File: config.mk
export PLATFORM = sky130hd
export DESIGN_NAME = phase_sequencer
export DESIGN_NICKNAME = d
export VERILOG_FILES = /design/src/rtl/phase_sequencer.sv
export SDC_FILE = /design/constraint.sdc
export NUM_CORES = 1
export LEC_CHECK = 0
export CORE_MARGIN = 5
export CORE_UTILIZATION = 53
export CTS_CLUSTER_DIAMETER = 200
export DETAILED_ROUTE_END_ITERATION = 8
export PLACE_DENSITY = 0.9
export SYNTH_ARGS = -nofsm -noshare
export SYNTH_HDL_FRONTEND = slang
export SYNTH_SLANG_ARGS = --single-unit
export TNS_END_PERCENT = 100
File: constraint.sdc
create_clock -name clock -period 2.5 [get_ports clock]
set_input_delay 0.625 -clock clock [delete_from_list [all_inputs] [get_ports clock]]
set_output_delay 0.625 -clock clock [all_outputs]
set_load 0.005 [all_outputs]
File: src/rtl/phase_sequencer.sv
// phase_sequencer: debounced exec start/stop, free-run / single-step / halt
// sequencing of the instruction phase counter with an instruction counter.
module phase_sequencer #(
   parameter int NUM_PHASES = 5,
   parameter int DEBOUNCE_CYCLES = 65536,
   parameter int CNT_WIDTH = 16
) (
   input  logic                 clock,
   input  logic                 reset,
   input  logic                 exec,
   input  logic                 step_mode,
   input  logic                 stall,
   input  logic                 halt_req,
   output logic [2:0]           phase,
   output logic                 running,
   output logic                 halted,
   output logic                 instr_done,
   output logic [CNT_WIDTH-1:0] instr_count
);
   localparam int DW = $clog2(DEBOUNCE_CYCLES);
   typedef enum logic [1:0] {IDLE, RUN, STEP, HALTED} state_t;
   state_t state, state_n;
   logic sync1, sync2, db, db_d, exec_pulse, stop_pending, stop_n, adv, bnd;
   logic [DW-1:0] db_cnt;
   always_ff @(posedge clock) begin
      if (reset) begin
         sync1        <= 1'b0;
         sync2        <= 1'b0;
         db           <= 1'b0;
         db_d         <= 1'b0;
         db_cnt       <= '0;
         exec_pulse   <= 1'b0;
         state        <= IDLE;
         stop_pending <= 1'b0;
         phase        <= 3'd0;
         instr_done   <= 1'b0;
         instr_count  <= '0;
      end else begin
         sync1        <= exec;
         sync2        <= sync1;
         db_d         <= db;
         exec_pulse   <= db & ~db_d;
         if (sync2 == db) db_cnt <= '0;
         else if (db_cnt == DW'(DEBOUNCE_CYCLES - 1)) begin
            db     <= sync2;
            db_cnt <= '0;
         end else db_cnt <= db_cnt + 1'b1;
         state        <= state_n;
         stop_pending <= stop_n;
         phase        <= bnd ? 3'd0 : phase + 3'(adv);
         instr_done   <= bnd;
         instr_count  <= instr_count + CNT_WIDTH'(bnd);
      end
   end
   // a boundary is an unstalled advance out of the last phase
   always_comb begin
      adv     = (state == RUN || state == STEP) && !stall;
      bnd     = adv && phase == 3'(NUM_PHASES - 1);
      state_n = state;
      stop_n  = stop_pending;
      case (state)
         IDLE: if (exec_pulse) state_n = step_mode ? STEP : RUN;
         RUN: begin
            stop_n = stop_pending | exec_pulse;
            if (bnd && (halt_req || stop_pending)) begin
               state_n = halt_req ? HALTED : IDLE;
               stop_n  = 1'b0;
            end
         end
         STEP: if (bnd) state_n = halt_req ? HALTED : IDLE;
         default: ;
      endcase
   end
   assign running = state == RUN || state == STEP;
   assign halted  = state == HALTED;
endmodule

Word level (Yosys, flattened, before mapping)
Index checks and enable logic that the tools add are counted.
{ "word_totals": {"register_bits": 44, "in_bits": 6, "word_cells": 46} }
{ "classes": {"add_sub_neg": 3, "eq_ne": 9, "muxes": 7, "bitwise": 4, "reduce_logical": 12} }
{ "op_table": {"columns": ["op", "n"], "rows": [
  ["16-bit by 1-bit adder with 16-bit output", 1],
  ["16-bit by 1-bit adder with 16-bit output (second input constant)", 1],
  ["16-bit equality test (second input constant)", 1],
  ["2-bit two-way mux", 5],
  ["2-bit case mux with 3 select lines", 1],
  ["2-bit equality test (second input constant)", 2],
  ["2-bit != test (second input constant)", 2],
  ["4-bit AND reduction", 1],
  ["3-bit by 1-bit adder with 3-bit output", 1],
  ["3-bit equality test (second input constant)", 1],
  ["1-bit logical AND", 3],
  ["3-bit nonzero test", 1],
  ["3-bit OR reduction", 1],
  ["2-bit by 1-bit equality test with 1-bit output (second input constant)", 1],
  ["2-bit zero test", 1],
  ["1-bit logical OR", 2],
  ["2-bit by 1-bit != test with 1-bit output (second input constant)", 1],
  ["1-bit inverter", 2],
  ["2-bit AND reduction", 1],
  ["2-bit OR reduction", 1],
  ["1-bit bitwise AND", 1],
  ["1-bit equality test", 1],
  ["1-bit zero test", 1],
  ["1-bit two-way mux", 1],
  ["1-bit OR", 1]
]} }

Logic depth before layout (Yosys ltp)
Gate-level depths: netlist (run 1).
{ "depth": {"depth_word": 7, "ltp_mapped": 10} }

Worst setup path after synthesis (run 1)
OpenSTA, ideal clock, no wires.
{ "synth_timing": {"path_kind": "register to register", "startpoint": "reg state[0]", "endpoint": "reg instr_count[15]", "arrival_ns": 2.162, "required_time_ns": 2.429, "slack_ns": 0.267, "stages_incl_launch_ff": 11, "n_path_buf": 1, "cell_sequence": "dfxtp_1 inv_1 ha_1 nand4bb_1 nor2_1 ha_1 and2_1 clkbuf_1 nand3_1 or3_1 a21oi_1"} }
{ "synth_between": {"elab_chain_cells": 5} }
{ "synth_lines": {"columns": ["item", "line", "rtl"], "rows": [
  ["from (decl)", "22", "state_t state, state_n;"],
  ["from (signal assigned)", "48", "state <= state_n;"],
  ["2-bit by 1-bit equality test with 1-bit output or 2-bit equality test (tied branches)", null, null],
  ["1-bit logical OR *", null, null],
  ["named net running", "15", "output logic running,"],
  ["1-bit logical AND *", "57", "adv = (state == RUN || state == STEP) && !stall;"],
  ["1-bit logical AND *", "58", "bnd = adv && phase == 3'(NUM_PHASES - 1);"],
  ["named net bnd", "23", "logic sync1, sync2, db, db_d, exec_pulse, stop_pending, stop_n, adv, bnd;"],
  ["16-bit by 1-bit adder with 16-bit output *", "52", "instr_count <= instr_count + CNT_WIDTH'(bnd);"],
  ["to (signal assigned)", "52", null],
  ["to (decl)", "18", "output logic [CNT_WIDTH-1:0] instr_count"]
]} }
Mark *: on every way through the listed nets, which the timed path passes. The rest lies on a longest branch.
A chain may end at the register's enable or synchronous reset.

Final worst setup path (run 1)
{ "layout_timing": {"startpoint": "reg state[0]", "endpoint": "out running"} }
{ "layout_between": {"elab_chain_cells": 2} }
{ "layout_lines": {"columns": ["item", "line", "rtl"], "rows": [
  ["2-bit by 1-bit equality test with 1-bit output or 2-bit equality test (tied branches)", "74", "assign running = state == RUN || state == STEP;"],
  ["1-bit logical OR *", "74", null],
  ["to (decl)", "15", null]
]} }
Every way passes the cells marked *; elsewhere a longest branch is shown, timed or not.

==> results of run 1 <==
[placed cells by master, fill, tap and decap left out, types with 2 or more instances in the layout]
cell type / n
nor3b_1: 2
nor2b_1: 7
o21ai_0: 4
clkdlybuf4s50_1: 27
a21oi_1: 7
and3_1: 2
nor2_1: 33
buf_4: 3
dfxtp_1: 44
nor4_1: 2
xor2_1: 15
ha_1: 9
nand4_1: 9
nand3_1: 9
nand2_1: 9
a211oi_1: 3
clkbuf_8: 5
inv_1: 9
o2111ai_1: 2
nor3_1: 6
xnor2_1: 12
and4_1: 3
or3_1: 4
and2_1: 2
[metrics by stage]
step	cell area (sq um)	hold WS, ns
2_1_floorplan	1942	0.3674
3_3_place_gp	2252	0.3706
3_5_place_dp	2252	0.3754
5_1_grt	2360	0.3855
6_report	2360	0.3741
4_1_cts	2360	0.3796
[final cells by class]
cell class / instances / area (sq um)
Fill cell: 281 / 1246
Multi-Input combinational cell: 150 / 984.7
Sequential cell: 44 / 880.8
Timing Repair Buffer: 30 / 292.8
Clock buffer: 6 / 72.57
Tap cell: 48 / 60.06
Clock inverter: 2 / 35.03
Inverter: 9 / 33.78
[metal layers]
| layer | wire length (um) | share of wire (%) | up-vias | GRT usage (%) |
|---|---|---|---|---|
| met5 | 0 | 0 | - | 0 |
| met1 | 1596 | 47 | 705 | 18.35 |
| met3 | 169 | 4.9 | 4 | 4.688 |
| li1 | - | - | 780 | - |
| met2 | 1623 | 47 | 29 | 25.36 |
| met4 | 34 | 0.99 | 0 | 5.637 |
[cells in the mapped netlist, types with 2 or more instances]
cell type  instances
and4_1             3
nand2_1            9
nand3_1            9
ha_1               9
nor2_1            33
clkbuf_1           6
nor3_1             6
dfxtp_1           44
o2111ai_1          2
or3_1              4
a211oi_1           3
and2_1             2
and3_1             2
nand4_1            9
xor2_1            15
a21oi_1            7
nor3b_1            2
nor4_1             2
inv_1              9
xnor2_1           12
nor2b_1            7
o21ai_0            4
[path summary, 6_finish.rpt]
check                        start                          to  slack (ns)  cells after the start
max          state[0]$_SDFFE_PP0P_                     running        0.20                      3
min                db_d$_SDFF_PP0_       exec_pulse$_SDFF_PP0_        0.37                      1
max reg2reg  state[0]$_SDFFE_PP0P_  instr_count[14]$_SDFF_PP0_        0.33                      9
min reg2reg        db_d$_SDFF_PP0_       exec_pulse$_SDFF_PP0_        0.37                      1
[sequential cells by signal, summed over array words and instances, names as in the netlist, 2 cells and up]
register / cells
db_cnt: 16
instr_count: 16
phase: 3
state: 2
[cell families (layout without fill, tap and decap cells)]
family	after synthesis	count (layout)
muxes	1	1
and+or+nand+nor	94	94
buffers and inverters	18	47
adders and majority gates	9	9
AOI/OAI and AO/OA	19	19
DFF	44	44
xor gates and xnor gates	27	27
[worst register-to-register path, cell delays in order, from the launching register on]
cell and delay (ns):
dfxtp_1 0.37, inv_1 0.09, ha_1 0.38, nand4bb_1 0.17, nor2_1 0.16, ha_1 0.19
ha_1 0.30, nand4_1 0.16, xor2_1 0.18, nor2_1 0.06
[power breakdown]
part | total [mW] | switching (mW) | internal, mW
Sequential | 0.736 | 0.0174 | 0.719
Clock | 0.526 | 0.230 | 0.296
Combinational | 0.167 | 0.0801 | 0.0873
Total | 1.43 | 0.327 | 1.10
==> results.tsv, run 1 <==
stage	metric	value	unit
outcome	status	completed	
yosys	Post-synth EDFFs	0	
yosys	yosys warns	0	
clocking	Clock transition at path regs	0.08	ns
floorplan	I/O pin cnt	28	
setup_path	slowest stage delay, CP	0.53	ns
yosys	leading post-synthesis cells by cell area	dfxtp_1, xor2_1, nor2_1, ha_1, xnor2_1	
final_layout	share of cells above drive strength 1	6.224	%
yosys	post-synthesis xor/xnor area fraction	12.18	%
clocking	CTS sink cnt	44	
setup_path	Slowest-stage cell, CP	clkdlybuf4s50_1	
placed_design	GP Congestion	0.7223	
final_layout	Nets	255	
clocking	Hold Buf Count CTS	0	
grt	largest net degree at the start of global routing	26	
yosys	Primary FF master, synth	dfxtp_1	
placed_design	pre-CTS setup slack	0.03583	ns
detailed_routing	First DRT Iteration DRCs	107	
detailed_routing	Pre-antenna DRT Iters	4	
yosys	area fraction in compound gates after synthesis	6.314	%
detailed_routing	Routed WL	3.424	mm
power	overall power	1.429	mW
grt	first-pass GRT wire length	6.244	mm
yosys	mux cell area share after synthesis	0.5799	%
setup_path	Crit path required time	1.88	ns
floorplan	overall die width	70.53	um
setup_path	Max Fanout on Critical Path	6	
detailed_routing	vias per cell	5.253	
final_layout	area grow syn2layout	21.52	%
floorplan	Initial Utilization	53.85	%
setup_path	critical path startpoint category	register	
flow_run	MaxCap Viol Count	0	
clocking	CTS root buf	clkbuf_8	
clocking	Setup Fix Bufs, Post-CTS	0	
yosys	Gate Count Post-Synth	212	
sta	worst setup margin	0.2039	ns
floorplan	num rows	22	
setup_path	Setup CP Type	register to primary output	
yosys	Yosys reg bits	44	
yosys	Synth Cell Area	1942	sq um
sta	setup total negative slack	0	ns
sta	RSZ-0062 raised after global routing	no	
detailed_routing	vias after detailed routing	1518	
sta	Slew Viols, Final	0	
yosys	Seq/Total Area, Yosys	45.36	%
detailed_routing	DRC viols	0	
yosys	largest family of logic cells by synthesized area	simple AND/OR/NAND/NOR gates	
power	Leak Pwr	0.8355	nW
grt	grt ovf	0	
final_layout	final core occ	65.44	%
final_layout	final cell count without fillers	289	
sta	slew margin rel.	65.08	%
sta	Tightest Pin Transition	0.5237	ns
placed_design	I/O Buffers	27	
setup_path	CP Cell Sequence	inv_1 -> ha_1 -> clkdlybuf4s50_1	
placed_design	Detail Placement HPWL	2.467	mm
yosys	share of the synthesized area in the top cell type	45.36	%
final_layout	Antenna diodes	0	
clocking	CTS Buf Count	5	
grt	vias in the first global route	1474	
setup_path	CP top delay family	buffers and inverters	
yosys	Synth async-reset ratio	0	%
sta	crit path time final	2.296	ns
sta	maximum clock frequency	435.5	MHz
clocking	Max Root-Sink Buffers	2	
yosys	Syn Nets	227	
floorplan	Die ar.	4974	sq um
power	pwr dens	605.7	nW/um^2
sta	Setup violations, final	0	
yosys	Post-Syn Area per Cell	9.160	sq um
grt	initial antenna violation count	0	
floorplan	Die Span Y	70.53	um
floorplan	core area	3606	sq um
setup_path	CP bufs+invs	2	
yosys	cell taking the most area after synthesis	dfxtp_1	
setup_path	Arr. time, crit path	1.67	ns
setup_path	Crit. End Element	primary output	
yosys	Synth Area in Simple Gates	25.84	%
clocking	H-tree depth	2	
clocking	worst skew pair latency	0.29	ns
yosys	library cells used by synthesis	35	
sta	Final Hold Viols	0	
detailed_routing	wire per inst	11.85	um
clocking	cells resized by post-CTS repair	0	
hold_path	worst hold path class	register to register	
yosys	post-synthesis adder-cell area fraction	5.799	%
placed_design	dpl cells	281	
sta	Final period util	91.85	%
detailed_routing	Final ANT Viol Nets	0	
power	VDD IR max	0.0003248	V
grt	Total GRT Usage	15.15	%
sta	skew final	0.007796	ns
clocking	CTS tree	built	
Power figures use the tool's default switching activity.
==> inputs of run 2 (changes only) <==
CORE_UTILIZATION = 40   (was 53)
PLACE_DENSITY = 0.74   (was 0.9)
==> results.tsv, run 2 (synthesis results as in run 1) <==
stage	metric	value	unit
final_layout	commonest non-fill, non-tap cells in the layout	dfxtp_1, nor2_1, clkdlybuf4s50_1	
placed_design	post-place instance area	2276	sq um
power	internal power	1.103	mW
sta	skew final	0.008337	ns
clocking	CTS tree	built	
grt	largest net degree at the start of global routing	26	
power	Leak Pwr	0.8355	nW
sta	Final Hold Viols	0	
clocking	CTS Buf Count	5	
clocking	Clock transition at path regs	0.08	ns
floorplan	Initial Utilization	41.11	%
detailed_routing	First DRT Iteration DRCs	55	
sta	setup total negative slack	0	ns
power	part of the power in registers	51.2	%
detailed_routing	DRC viols	0	
clocking	Max Root-Sink Buffers	2	
floorplan	Die Span Y	79.68	um
power	sw power	0.3324	mW
setup_path	Crit. End Element	primary output	
outcome	status	completed	
placed_design	Detail Placement HPWL	2.527	mm
sta	crit path time final	2.297	ns
detailed_routing	Routed WL	3.538	mm
sta	slew margin rel.	64.61	%
power	Clk pwr share	37.0	%
power	pwr dens	602.4	nW/um^2
clocking	CTS root buf	clkbuf_8	
setup_path	Max Fanout on Critical Path	6	
flow_run	MaxCap Viol Count	0	
clocking	Hold Buf Count CTS	0	
floorplan	num rows	25	
grt	grt ovf	0	
final_layout	Nets	255	
power	VDD IR max	0.0004228	V
grt	vias in the first global route	1450	
grt	Total GRT Usage	12.33	%
setup_path	Arr. time, crit path	1.67	ns
final_layout	most common cell after layout, fill and taps aside	dfxtp_1	
placed_design	GP Congestion	0.7852	
detailed_routing	vias after detailed routing	1508	
setup_path	critical path startpoint category	register	
grt	first-pass GRT wire length	6.320	mm
sta	maximum clock frequency	435.3	MHz
final_layout	area grow syn2layout	22.75	%
setup_path	Crit path required time	1.88	ns
setup_path	slowest stage delay, CP	0.54	ns
clocking	CTS sink cnt	44	
grt	initial antenna violation count	0	
final_layout	share of cells above drive strength 1	6.224	%
sta	Setup violations, final	0	
detailed_routing	vias per cell	4.896	
clocking	H-tree depth	2	
floorplan	Die ar.	6348	sq um
detailed_routing	Pre-antenna DRT Iters	4	
floorplan	core area	4723	sq um
sta	Final period util	91.89	%
setup_path	CP Cell Sequence	inv_1 -> ha_1 -> clkdlybuf4s50_1	
detailed_routing	Final ANT Viol Nets	0	
detailed_routing	wire per inst	11.49	um
sta	Slew Viols, Final	0	
power	Sw Share	23.15	%
clocking	Setup Fix Bufs, Post-CTS	0	
final_layout	Antenna diodes	0	
hold_path	worst hold path class	register to register	
clocking	worst skew pair latency	0.29	ns
sta	Tightest Pin Transition	0.5308	ns
setup_path	Setup CP Type	register to primary output	
final_layout	Regs by FF count	db_cnt: 16 flops, instr_count: 16 flops, phase: 3 flops	
clocking	cells resized by post-CTS repair	0	
floorplan	overall die width	79.68	um
setup_path	Slowest-stage cell, CP	clkdlybuf4s50_1	
power	Comb power frac	11.8	%
sta	RSZ-0062 raised after global routing	no	
floorplan	I/O pin cnt	28	
final_layout	final instance area	2384	sq um
placed_design	I/O Buffers	27	
## run 2: cell counts in the layout (fill, tap and decap cells not counted)
No cell type changed its count.
## run 2: path summary, 6_finish.rpt
path	cells after the start	to	start	slack (ns)
worst max-delay path	3	running	state[1]$_SDFFE_PP0P_	0.20
worst min register to register	1	exec_pulse$_SDFF_PP0_	db_d$_SDFF_PP0_	0.37
worst min-delay path	1	exec_pulse$_SDFF_PP0_	db_d$_SDFF_PP0_	0.37
worst max register to register	9	instr_count[14]$_SDFF_PP0_	state[1]$_SDFFE_PP0P_	0.34
## run 2: critical path, delay by kind of cell (launching register included)
kind	cells	cell delay (ns)
adders and majority gates	1	0.38
DFF	1	0.37
buffers and inverters	2	0.63
## run 2: final cells by class
type | instances | area, sq um
Fill cell | 454 | 2340
Multi-Input combinational cell | 150 | 984.7
Sequential cell | 44 | 880.8
Timing Repair Buffer | 30 | 292.8
Tap cell | 67 | 83.83
Clock buffer | 6 | 72.57
Clock inverter | 2 | 35.03
Inverter | 9 | 33.78
## run 2: power groups by stage
| stage | combinational (mW) | clock, mW | sequential [mW] |
|---|---|---|---|
| finish | 0.170 | 0.531 | 0.735 |
| global route | 0.190 | 0.590 | 0.738 |
| CTS | 0.170 | 0.543 | 0.735 |
| detailed placement | 0.170 | 0 | 0.751 |
| global placement | 0.163 | 0 | 0.752 |
| floorplan | 0.104 | 0 | 0.749 |
## run 2: metal layers
| layer | vias up | GRT usage [%] | part of all wire (%) |
|---|---|---|---|
| li1 | 776 | - | - |
| met1 | 699 | 15.57 | 48 |
| met2 | 28 | 19.20 | 45 |
| met3 | 5 | 3.837 | 5.2 |
| met4 | 0 | 5.498 | 1.2 |
| met5 | - | 0 | 0 |
## run 2: metrics by stage
| step | cells | power (mW) | utilization [%] | setup WS [ns] | hold WS [ns] |
|---|---|---|---|---|---|
| after global placement | 300 | 0.9146 | 48.19 | 0.1286 | 0.3722 |
| final | 308 | 1.436 | 50.46 | 0.2027 | 0.3732 |
| after CTS | 308 | 1.448 | 50.46 | 0.1967 | 0.3789 |
| after global routing | 308 | 1.518 | 50.46 | 0.1112 | 0.3940 |
| after floorplan | 212 | 0.8527 | - | 0.2673 | 0.3674 |
| after detailed placement | 300 | 0.9215 | 48.19 | 0.07611 | 0.3737 |
==> inputs of run 3 (changes only) <==
CORE_MARGIN = 4   (was 5)
==> results.tsv, run 3 (synthesis results as in run 1) <==
stage	metric	value	unit
outcome	status	completed	
detailed_routing	Pre-antenna DRT Iters	4	
power	Leak Pwr	0.8248	nW
floorplan	Die ar.	6033	sq um
sta	crit path time final	2.305	ns
sta	Slew Viols, Final	0	
setup_path	Max Fanout on Critical Path	6	
final_layout	Regs by FF count	db_cnt: 16 flops, instr_count: 16 flops, phase: 3 flops	
clocking	Max Root-Sink Buffers	2	
final_layout	Nets	255	
clocking	worst skew pair latency	0.30	ns
clocking	CTS root buf	clkbuf_8	
sta	skew final	0.009683	ns
placed_design	GP Congestion	0.8011	
setup_path	Worst Setup EP	running	
sta	setup total negative slack	0	ns
sta	slew margin rel.	64.42	%
grt	grt ovf	0	
sta	RSZ-0062 raised after global routing	no	
detailed_routing	wire per inst	11.48	um
grt	initial antenna violation count	0	
sta	Setup violations, final	0	
setup_path	Setup CP Type	register to primary output	
grt	first-pass GRT wire length	6.320	mm
detailed_routing	DRC viols	0	
power	pwr dens	576.0	nW/um^2
final_layout	Antenna diodes	0	
clocking	H-tree depth	2	
floorplan	Initial Utilization	41.11	%
detailed_routing	vias after detailed routing	1516	
final_layout	most common cell after layout, fill and taps aside	dfxtp_1	
floorplan	Die Span Y	77.68	um
clocking	CTS Buf Count	5	
setup_path	CP startpoint	state[1]$_SDFFE_PP0P_	
clocking	cells resized by post-CTS repair	0	
setup_path	Arr. time, crit path	1.68	ns
power	VDD IR max	0.0003211	V
sta	Tightest Pin Transition	0.5337	ns
placed_design	Detail Placement HPWL	2.415	mm
sta	final hold slack	0.3718	ns
setup_path	R2R depth	10	
floorplan	core area	4723	sq um
clocking	Setup Fix Bufs, Post-CTS	0	
detailed_routing	Routed WL	3.536	mm
setup_path	worst r2r src	state[1]$_SDFFE_PP0P_	
grt	largest net degree at the start of global routing	27	
detailed_routing	vias per cell	4.922	
flow_run	MaxCap Viol Count	0	
hold_path	worst hold path class	register to register	
detailed_routing	Final ANT Viol Nets	0	
placed_design	I/O Buffers	27	
final_layout	area grow syn2layout	22.04	%
final_layout	final core occ	50.17	%
clocking	Clock transition at path regs	0.08	ns
setup_path	critical path startpoint category	register	
clocking	CTS sink cnt	44	
grt	vias in the first global route	1473	
power	overall power	1.365	mW
clocking	Hold Buf Count CTS	0	
grt	Total GRT Usage	12.98	%
setup_path	Crit. End Element	primary output	
floorplan	overall die width	77.68	um
floorplan	I/O pin cnt	28	
setup_path	Reg-to-Reg End	instr_count[5]$_SDFF_PP0_	
sta	Final period util	92.21	%
floorplan	num rows	25	
sta	Final Hold Viols	0	
final_layout	commonest non-fill, non-tap cells in the layout	dfxtp_1, nor2_1, clkdlybuf4s50_1	
clocking	CTS tree	built	
sta	maximum clock frequency	433.8	MHz
final_layout	share of cells above drive strength 1	6.224	%
setup_path	worst reg-to-reg setup slack	0.33	ns
detailed_routing	First DRT Iteration DRCs	68	
setup_path	Crit path required time	1.88	ns
==> run 3: cell count changes in the layout (fill, tap and decap cells not counted), sizes merged <==
cell | before | now
clkinvlp | 0 | 1
clkbuf | 6 | 7
bufinv | 1 | 0
clkinv | 1 | 0
==> run 3: stage by stage <==
step                      area (sq um)  instances  setup WS, ns
after floorplan                   1942        212        0.2673
after global placement            2276        300        0.1158
after detailed placement          2276        300       0.07346
after CTS                         2370        308        0.1911
after global routing              2370        308       0.09580
final                             2370        308        0.1947
==> run 3: critical path, cell delays in order (launching register included) <==
cell             delay [ns]
dfxtp_1                0.38
inv_1                  0.10
ha_1                   0.38
clkdlybuf4s50_1        0.53
==> run 3: cell type report <==
class | instances | area, sq um
clock buffers | 7 | 86.33
clock inverters | 1 | 7.507
fillers | 447 | 2354
inverters | 9 | 33.78
multi-input cells | 150 | 984.7
flip-flops and latches | 44 | 880.8
well taps | 67 | 83.83
repair buffers | 30 | 292.8
==> run 3: metal layers <==
metal  GRT usage, %  part of all wire (%)  vias up
li1               -                     -      773
met5              0                     0        -
met1          15.42                    47      702
met3          4.988                   5.4        5
met2          20.55                    46       36
met4          6.050                   1.6        0
==> run 3: how the worst min path moves through the flow <==
stage                    start               endpoint  slack, ns  depth (start not counted)
2_1_floorplan  db_d$_SDFF_PP0_  exec_pulse$_SDFF_PP0_       0.37                          1
3_3_place_gp   db_d$_SDFF_PP0_  exec_pulse$_SDFF_PP0_       0.37                          1
3_5_place_dp   db_d$_SDFF_PP0_  exec_pulse$_SDFF_PP0_       0.38                          1
4_1_cts        db_d$_SDFF_PP0_  exec_pulse$_SDFF_PP0_       0.38                          1
5_1_grt        db_d$_SDFF_PP0_  exec_pulse$_SDFF_PP0_       0.39                          1
6_report       db_d$_SDFF_PP0_  exec_pulse$_SDFF_PP0_       0.37                          1
==> run 3: report_power, final <==
group	switching (mW)	internal (mW)	leakage [nW]
Combinational	0.0812	0.0869	0.425
Clock	0.236	0.225	0.0445
Sequential	0.0173	0.719	0.355
Total	0.335	1.03	0.825
